<file path="config.mk">
export PLATFORM = sky130hd
export DESIGN_NAME = combat_resolver_v2
export DESIGN_NICKNAME = d
export VERILOG_FILES = /design/src/rtl/combat_resolver_v2.sv
export SDC_FILE = /design/constraint.sdc
export NUM_CORES = 1
export LEC_CHECK = 0
export ABC_AREA = 1
export BUFFER_PORTS_ARGS = -buffer_cell sky130_fd_sc_hd__buf_2
export CORE_MARGIN = 2
export CORE_UTILIZATION = 40
export DETAILED_ROUTE_END_ITERATION = 6
export SLEW_MARGIN = 25
export SYNTH_ARGS = -nofsm -noshare
export SYNTH_HDL_FRONTEND = slang
export SYNTH_SLANG_ARGS = --single-unit
export TNS_END_PERCENT = 50
</file>
<file path="constraint.sdc">
create_clock -name clk -period 4.08 [get_ports clk]
set_input_delay 0.204 -clock clk [delete_from_list [all_inputs] [get_ports clk]]
set_output_delay 0.204 -clock clk [all_outputs]
set_load 0.05 [all_outputs]
</file>
<file path="src/rtl/combat_resolver_v2.sv">
// Two-player combat arbiter: hitbox/hurtbox hits, damage, hitstun, knockback, round FSM.
// Optional macro GUARD_EN enables guarding (chip damage, halved knockback, no stun).
module combat_resolver_v2 #(
    parameter int POS_WIDTH      = 10,
    parameter int HEALTH_WIDTH   = 8,
    parameter int HEALTH_MAX     = 100,
    parameter int HURT_W         = 16,
    parameter int HURT_H         = 28,
    parameter int HURT_OFFX      = -8,
    parameter int HURT_OFFY      = -28,
    parameter int ATK1_W         = 18,
    parameter int ATK1_H         = 12,
    parameter int ATK1_FWD       = 14,
    parameter int ATK1_UP        = -16,
    parameter int ATK2_W         = 22,
    parameter int ATK2_H         = 14,
    parameter int ATK2_FWD       = 20,
    parameter int ATK2_UP        = -12,
    parameter int ATK1_ACT_START = 3,
    parameter int ATK1_ACT_END   = 6,
    parameter int ATK2_ACT_START = 5,
    parameter int ATK2_ACT_END   = 9,
    parameter int DMG_LIGHT      = 8,
    parameter int DMG_HEAVY      = 15,
    parameter int HITSTUN_LIGHT  = 12,
    parameter int HITSTUN_HEAVY  = 20,
    parameter int KB_LIGHT_X     = 3,
    parameter int KB_LIGHT_Y     = -2,
    parameter int KB_HEAVY_X     = 5,
    parameter int KB_HEAVY_Y     = -3
) (
    input  logic                    clk,
    input  logic                    reset,
    input  logic                    SCEN,
    input  logic                    round_start,
    input  logic [POS_WIDTH-1:0]    p1_x,
    input  logic [POS_WIDTH-1:0]    p1_y,
    input  logic                    p1_face_right,
    input  logic                    p1_attack_active,
    input  logic [1:0]              p1_attack_type,
    input  logic [5:0]              p1_attack_frame,
    input  logic                    p1_guard,
    input  logic [POS_WIDTH-1:0]    p2_x,
    input  logic [POS_WIDTH-1:0]    p2_y,
    input  logic                    p2_face_right,
    input  logic                    p2_attack_active,
    input  logic [1:0]              p2_attack_type,
    input  logic [5:0]              p2_attack_frame,
    input  logic                    p2_guard,
    output logic                    p1_hit_event,
    output logic                    p1_hitstun_active,
    output logic signed [7:0]       p1_kb_dx,
    output logic signed [7:0]       p1_kb_dy,
    output logic [HEALTH_WIDTH-1:0] p1_health,
    output logic                    p2_hit_event,
    output logic                    p2_hitstun_active,
    output logic signed [7:0]       p2_kb_dx,
    output logic signed [7:0]       p2_kb_dy,
    output logic [HEALTH_WIDTH-1:0] p2_health,
    output logic [1:0]              round_state,
    output logic [1:0]              winner
);

    localparam int CW = POS_WIDTH + 2;
    typedef logic signed [CW-1:0] crd_t;
    typedef logic signed [7:0] kb_t;
    typedef logic [HEALTH_WIDTH-1:0] hp_t;
    typedef enum logic [1:0] {IDLE = 2'd0, FIGHT = 2'd1, KO = 2'd2} state_t;

    function automatic logic lands(input crd_t ax, input crd_t ay, input logic af,
                                   input logic [1:0] at, input logic [5:0] fr,
                                   input crd_t dx, input crd_t dy);
        crd_t w, h, fwd, up, bx, by, hx, hy;
        logic win;
        w = '0;
        h = '0;
        fwd = '0;
        up = '0;
        win = 1'b0;
        unique case (1'b1)
            (at == 2'd1): begin
                w   = crd_t'(ATK1_W);
                h   = crd_t'(ATK1_H);
                fwd = crd_t'(ATK1_FWD);
                up  = crd_t'(ATK1_UP);
                win = fr >= 6'(ATK1_ACT_START) && fr <= 6'(ATK1_ACT_END);
            end
            (at == 2'd2): begin
                w   = crd_t'(ATK2_W);
                h   = crd_t'(ATK2_H);
                fwd = crd_t'(ATK2_FWD);
                up  = crd_t'(ATK2_UP);
                win = fr >= 6'(ATK2_ACT_START) && fr <= 6'(ATK2_ACT_END);
            end
            default: ;
        endcase
        bx = af ? ax + fwd : ax - (fwd + w);
        by = ay + up;
        hx = dx + crd_t'(HURT_OFFX);
        hy = dy + crd_t'(HURT_OFFY);
        return win && (bx < hx + crd_t'(HURT_W)) && (hx < bx + w)
                   && (by < hy + crd_t'(HURT_H)) && (hy < by + h);
    endfunction

    crd_t       px[2], py[2];
    logic       face[2], act[2], grd[2];
    logic [1:0] typ[2];
    logic [5:0] frm[2];

    assign px[0] = {2'b00, p1_x};
    assign py[0] = {2'b00, p1_y};
    assign px[1] = {2'b00, p2_x};
    assign py[1] = {2'b00, p2_y};
    assign face[0] = p1_face_right;
    assign face[1] = p2_face_right;
    assign act[0] = p1_attack_active;
    assign act[1] = p2_attack_active;
    assign grd[0] = p1_guard;
    assign grd[1] = p2_guard;
    assign typ[0] = p1_attack_type;
    assign typ[1] = p2_attack_type;
    assign frm[0] = p1_attack_frame;
    assign frm[1] = p2_attack_frame;

    state_t     state_q, state_d;
    logic       start;
    logic [1:0] win_q;
    hp_t        hp[2];
    logic       stun[2], hev[2], conn[2];
    logic [7:0] cnt[2];
    kb_t        kbx[2], kby[2];

    // Per-defender view: index d is hit by player 1-d.
    logic       hit[2], blk[2];
    hp_t        amt[2];
    logic [7:0] hs[2];
    kb_t        kfx[2], kfy[2];

    always_comb begin
        for (int d = 0; d < 2; d++) begin
            hit[d] = (state_q == FIGHT) && act[1-d] && !conn[1-d]
                     && lands(px[1-d], py[1-d], face[1-d], typ[1-d], frm[1-d], px[d], py[d]);
            amt[d] = (typ[1-d] == 2'd2) ? hp_t'(DMG_HEAVY) : hp_t'(DMG_LIGHT);
            hs[d]  = (typ[1-d] == 2'd2) ? 8'(HITSTUN_HEAVY - 1) : 8'(HITSTUN_LIGHT - 1);
            kfx[d] = (typ[1-d] == 2'd2) ? kb_t'(KB_HEAVY_X) : kb_t'(KB_LIGHT_X);
            kfy[d] = (typ[1-d] == 2'd2) ? kb_t'(KB_HEAVY_Y) : kb_t'(KB_LIGHT_Y);
            if (!face[1-d]) kfx[d] = -kfx[d];
`ifdef GUARD_EN
            blk[d] = grd[d] && (face[d] == (px[1-d] >= px[d]));
`else
            blk[d] = 1'b0 & grd[d];
`endif
            if (blk[d]) amt[d] = amt[d] >> 2;
        end
    end

    always_ff @(posedge clk) begin
        if (reset) state_q <= IDLE;
        else if (SCEN) state_q <= state_d;
    end

    always_comb begin
        state_d = state_q;
        start = 1'b0;
        unique case (state_q)
            IDLE, KO: begin
                if (round_start) begin
                    state_d = FIGHT;
                    start = 1'b1;
                end
            end
            FIGHT: if (hp[0] == '0 || hp[1] == '0) state_d = KO;
            default: state_d = IDLE;
        endcase
    end

    always_ff @(posedge clk) begin
        if (reset) begin
            win_q <= '0;
            for (int i = 0; i < 2; i++) begin
                hp[i]   <= hp_t'(HEALTH_MAX);
                stun[i] <= 1'b0;
                hev[i]  <= 1'b0;
                conn[i] <= 1'b0;
                cnt[i]  <= '0;
                kbx[i]  <= '0;
                kby[i]  <= '0;
            end
        end else if (SCEN) begin
            if (start) win_q <= '0;
            else if (state_q == FIGHT && (hp[0] == '0 || hp[1] == '0))
                win_q <= {hp[0] == '0, hp[1] == '0};
            for (int i = 0; i < 2; i++) begin
                if (start) begin
                    hp[i]   <= hp_t'(HEALTH_MAX);
                    stun[i] <= 1'b0;
                    hev[i]  <= 1'b0;
                    conn[i] <= 1'b0;
                    cnt[i]  <= '0;
                    kbx[i]  <= '0;
                    kby[i]  <= '0;
                end else begin
                    hev[i] <= hit[i] && !blk[i];
                    if (!act[i]) conn[i] <= 1'b0;
                    else if (hit[1-i]) conn[i] <= 1'b1;
                    if (hit[i]) hp[i] <= (hp[i] > amt[i]) ? hp[i] - amt[i] : '0;
                    if (hit[i] && !blk[i]) begin
                        stun[i] <= 1'b1;
                        cnt[i]  <= hs[i];
                        kbx[i]  <= kfx[i];
                        kby[i]  <= kfy[i];
                    end else begin
                        if (cnt[i] == '0) begin
                            stun[i] <= 1'b0;
                            kbx[i]  <= '0;
                            kby[i]  <= '0;
                        end else begin
                            cnt[i] <= cnt[i] - 8'd1;
                        end
                        // A guarded hit pushes back without touching the stun timer.
                        if (hit[i]) begin
                            kbx[i] <= kfx[i] >>> 1;
                            kby[i] <= '0;
                        end
                    end
                end
            end
        end
    end

    assign p1_hit_event      = hev[0];
    assign p1_hitstun_active = stun[0];
    assign p1_kb_dx          = kbx[0];
    assign p1_kb_dy          = kby[0];
    assign p1_health         = hp[0];
    assign p2_hit_event      = hev[1];
    assign p2_hitstun_active = stun[1];
    assign p2_kb_dx          = kbx[1];
    assign p2_kb_dy          = kby[1];
    assign p2_health         = hp[1];
    assign round_state       = state_q;
    assign winner            = win_q;

endmodule

</file>
==> flow_summary.ini, run 1 <==
[status]
status = complete, but fails checks
violations = negative setup slack

[synth]
ys_ff_latch = 55
synth_most_common_cell = nand2_1
synth_top_area_frac = 0.217
syn_area_per_cell_sq_um = 7.03
yosysUniqueCellTypes = 58
synthXorXnorAreaFrac = 0.104
synth_area_leader_cell = ha_1
synth-edff-count = 51
synth-main-ff-cell = edfxtp_1
syn_nets = 1573
synthSimpleGateAreaFrac = 0.267
synth_commonest_cells = 266 x nand2_1, 223 x inv_1, 163 x ha_1
seq_area_frac_synth = 0.172
yosys_warnings = 0
synthMuxAreaShare = 0.00213
yosys-top-cells-area = ha_1 22%, edfxtp_1 16%, nand2_1 11%
synth_cells = 1336
netlist_area_sq_um = 9390
synth-compound-area-share = 0.105
async_reset_ff_frac = 0
synth_fa_ha_area_frac = 0.234
synth_top_family_by_area = simple AND/OR/NAND/NOR gates

[clock_tree]
clock_latency_ns = 0.30
cts_hold_buffers = 0
clkSlewWorstSetupHoldPaths_ns = 0.07
cts_buffers = 5
cts_tree = done
cts_max_level = 2
ctsLongestPathBuffers = 2
root_buffer = clkbuf_16
clock_sinks = 55

[detailed_routing]
firstDrtPassIters = 5
wl_per_cell_um = 13.6
drtIter0Drc = 487
route.met3.wl_um = 919
maxUsedRoutingLayer = met4
met1Wirelength_um = 12800
viasPerCell = 4.86
via_count = 9671
drc = 0
ant_nets = 0
wirelength_um = 27100
wl_met2_um = 12900

[power]
leakage_nw = 6.73
total_power_mw = 3.51
peakVddDrop_mv = 0.232
power_density_nw_per_um2 = 266

[timing]
clock_skew_ns = 0.00583
finalCritPeriodShare = 1.01
min_period_ns = 4.11
worst_pin_slew_ns = 0.890
hold_viol = 0
setup_violations = 2
setup_ws_ns = -0.0253
tns_ns = -0.0322
rsz0062_at_grt = yes
finalMaxSlewViolations = 0
relSlewSlack = 0.407
max_freq_ghz = 0.244

[global_route]
grt-ovfl-total = 0
grt_pass1_vias = 9215
grt_antenna_before_repair = 0
grt_max_degree = 17
track_usage = 0.215
grt_pass1_wl_um = 43300

[layout]
instances_no_fill = 1990
syn_to_final_growth_pct = 40.6
diodes = 0
post_route_cells_drive_above_1_share = 0.336
fin_nets = 1907

[placed_design]
dp_slack_ns = -0.759
dpl.hpwl_um = 22100
gp_congestion = 0.896
io_buffer_count = 119
dp_cells = 1945

[critical_path]
path_buf_inv = 6
path_class = input port to flip-flop
critPathLaunchType = input port
critPathArrivalTime_ns = 4.12
crit_path_top_delay_cell = ha_1
cp_common_cell = nand2_2
endpoint_kind = flip-flop
cp_top_family = simple AND/OR/NAND/NOR gates
critical_path_required_ns = 4.09
cpPeakStageDelay_ns = 0.35
crit_fanout = 8

[hold_path]
hold_class = input port to flip-flop

[floorplan]
rows = 56
start_util = 0.404
dieWidth_um = 157
core-area_sq_um = 23300
die_h_um = 157
ios = 122
dieArea_sq_um = 24700

[run]
cap_violations = 0
## logic make-up after synthesis
logic type / Yosys count
compound gates: 171
xor+xnor: 109
fa+ha+maj: 171
buf+inv: 264
flops: 55
mux: 2
simple gates: 564
## layout by cell type (no fill, tap or decap), types with 5 or more instances in the layout
master	instances
clkbuf_16	6
ha_1	138
nand2_1	237
nor3_2	7
o21ai_1	17
buf_4	219
nor2_2	14
nand3_2	13
nand4_1	21
xnor2_1	41
a21oi_2	12
nand3b_1	8
a21oi_1	66
inv_1	204
xor2_1	60
or2_2	5
nand3_4	6
o21ai_2	11
nor2_1	108
ha_4	25
xor2_2	5
o31ai_1	9
buf_2	115
nor3_1	20
inv_2	25
edfxtp_1	51
o21ai_0	30
fa_1	7
buf_6	13
nand2_2	35
nand3_1	60
buf_12	6
nor2_4	12
## metrics by stage
step	cell area, sq um	hold slack [ns]	utilization
after floorplan	9620	0.273	-
after global placement	11900	0.441	0.513
after detailed placement	11900	0.438	0.513
after CTS	12500	0.121	0.538
after global routing	13200	0.132	0.568
final	13200	0.129	0.568
## worst reg2reg max path, stage by stage, from the launching register on
cell	delay [ns]
dfxtp_1	0.33
inv_1	0.09
nand2_1	0.09
nand3_1	0.54
clkinv_1	0.64
nand4_4	0.30
buf_6	0.15
buf_8	0.12
nor3_1	0.04
## flip-flops by register name, summed over array words and instances, names as in the netlist
signal,count
cnt,16
hp,16
kbx,8
kby,6
conn,2
hev,2
round_state,2
winner,2
stun,1
## worst paths after layout
check                    start        end  slack [ns]  depth (start not counted)
min                      reset  winner[1]        0.13                          2
min reg2reg          winner[1]  winner[1]        0.46                          2
max          p2_attack_type[0]   hp[0][2]       -0.03                         29
max reg2reg     round_state[0]   hp[0][0]        1.51                          8
## what timing repair did
item,in CTS,in global routing
gates resized for setup,54,129
buffers inserted,21,15
pin swaps,25,76
cloned,0,1
setup endpoints to repair,96,100
## power by group
group	switching (mW)	internal (mW)
Sequential	0.0208	0.652
Combinational	1.26	1.03
Clock	0.197	0.352
## per-layer routing
metal,GRT usage,vias up
met5,0,-
met4,0.0623,0
met3,0.0143,29
met2,0.368,185
met1,0.292,4433
li1,-,5024
## area by class of cell
| type | instances | area, sq um |
|---|---|---|
| Fill cell | 2162 | 10100 |
| Multi-Input combinational cell | 1017 | 7560 |
| Timing Repair Buffer | 355 | 2530 |
| Sequential cell | 55 | 1610 |
| Inverter | 236 | 922 |
| Tap cell | 319 | 399 |
| Clock buffer | 6 | 129 |
| Clock inverter | 2 | 60.1 |
No activity file was read; power rests on OpenSTA's default activity.
==> inputs of run 2 (changes only) <==
--- a/config.mk
+++ b/config.mk
@@ -10,7 +10,9 @@
 export CORE_MARGIN = 2
 export CORE_UTILIZATION = 40
 export DETAILED_ROUTE_END_ITERATION = 6
-export SLEW_MARGIN = 25
+export GPL_TIMING_DRIVEN = 0
+export SETUP_SLACK_MARGIN = 0.5
+export SLEW_MARGIN = 30
 export SYNTH_ARGS = -nofsm -noshare
 export SYNTH_HDL_FRONTEND = slang
 export SYNTH_SLANG_ARGS = --single-unit
==> flow_summary.ini, run 2 (synthesized netlist as in run 1, its figures left out) <==
[timing]
worst_pin_slew_ns = 0.710
relSlewSlack = 0.527
min_period_ns = 4.22
hold_viol = 0
clock_skew_ns = 0.00438
setup_violations = 47
finalCritPeriodShare = 1.03
setup_ws_ns = -0.137
max_freq_ghz = 0.237
rsz0062_at_grt = yes
finalMaxSlewViolations = 0

[critical_path]
path_class = input port to flip-flop
critPathLaunchType = input port
critPathArrivalTime_ns = 4.22
crit_fanout = 8
crit_path_top_delay_cell = ha_4
crit_start = p2_attack_type[0]
critical_path_required_ns = 4.08
endpoint_kind = flip-flop
r2r-start = conn[0]
cp_common_cell = nand2_2
cpPeakStageDelay_ns = 0.28

[placed_design]
dpl.hpwl_um = 20300
gp_congestion = 0.855
dp_cells = 1771
dp_slack_ns = -1.39
io_buffer_count = 116

[power]
power_density_nw_per_um2 = 260
leakage_nw = 6.01
peakVddDrop_mv = 0.175
total_power_mw = 3.14

[detailed_routing]
drc = 0
drtIter0Drc = 404
wirelength_um = 25600
wl_per_cell_um = 13.9
firstDrtPassIters = 5
viasPerCell = 4.92
via_count = 9097
ant_nets = 0

[floorplan]
start_util = 0.404
dieWidth_um = 157
dieArea_sq_um = 24700
core-area_sq_um = 23300
rows = 56
ios = 122
die_h_um = 157

[layout]
post_route_cells_drive_above_1_share = 0.269
diodes = 0
reg_top3 = cnt (16), hp (16), kbx (8)
final_cell_mix = 240 x nand2_1, 205 x inv_1, 135 x ha_1
final_core_util = 0.519
fin_nets = 1765
final_common_cell = nand2_1
syn_to_final_growth_pct = 28.6
instances_no_fill = 1848

[hold_path]
hold_class = input port to flip-flop
worstHoldStart = reset

[clock_tree]
cts_max_level = 2
clock_sinks = 55
cts_buffers = 5
root_buffer = clkbuf_16
cts_hold_buffers = 0
clock_latency_ns = 0.30
cts_tree = done
clkSlewWorstSetupHoldPaths_ns = 0.07
ctsLongestPathBuffers = 2

[status]
violations = negative setup slack
status = complete, but fails checks

[global_route]
grt_pass1_wl_um = 42200
grt-ovfl-total = 0
grt_pass1_vias = 8891
grt_antenna_before_repair = 0
grt_max_degree = 18
track_usage = 0.209

[run]
cap_violations = 0
[run 2: cell type report]
class | instances | area (sq um)
repair buffers | 185 | 1210
inverters | 236 | 928
well taps | 319 | 399
clock buffers | 5 | 125
fillers | 2283 | 11200
clock inverters | 3 | 20.0
plain buffers | 28 | 209
flip-flops and latches | 55 | 1610
multi-input cells | 1017 | 7580
[run 2: layer usage]
layer	routed length (um)	track usage	part of all wire	vias up
li1	-	-	-	4752
met3	955	0.0157	0.037	23
met5	0	0	0	-
met1	12100	0.284	0.47	4151
met2	12100	0.363	0.47	171
met4	391	0.0455	0.015	0
[run 2: path summary, 6_finish.rpt]
check	end	slack, ns	cells after the start
max reg2reg	cnt[1][3]	1.70	7
min	winner[1]	0.13	2
min reg2reg	winner[1]	0.46	2
max	cnt[0][4]	-0.14	32
[run 2: report_power, final]
part | leakage (nW) | internal (mW) | switching (mW)
Clock | 0.0674 | 0.227 | 0.208
Sequential | 0.556 | 0.652 | 0.0215
Combinational | 5.39 | 0.818 | 1.21
[run 2: what timing repair did]
item                                    CTS  global route
endpoints found under the setup margin  100           100
gates resized for setup                 142            40
endpoints found under the hold margin     0             0
gates cloned                              0             0
setup buffers                            61             8
pin swaps                                80            38
[run 2: critical path, delay by kind of cell]
family | cells | cell delay (ns)
fa+ha+maj | 4 | 0.99
simple gates | 18 | 1.87
compound gates | 4 | 0.52
buf+inv | 6 | 0.62
[run 2: stage by stage]
step                      hold WS, ns  cell area [sq um]  setup TNS, ns
after global placement          0.441              10600        -105.31
after CTS                       0.120              11800          -5.85
after floorplan                 0.273               9620          -2.31
final                           0.127              12100          -3.48
after global routing            0.127              12100         -23.90
after detailed placement        0.436              10600        -106.03
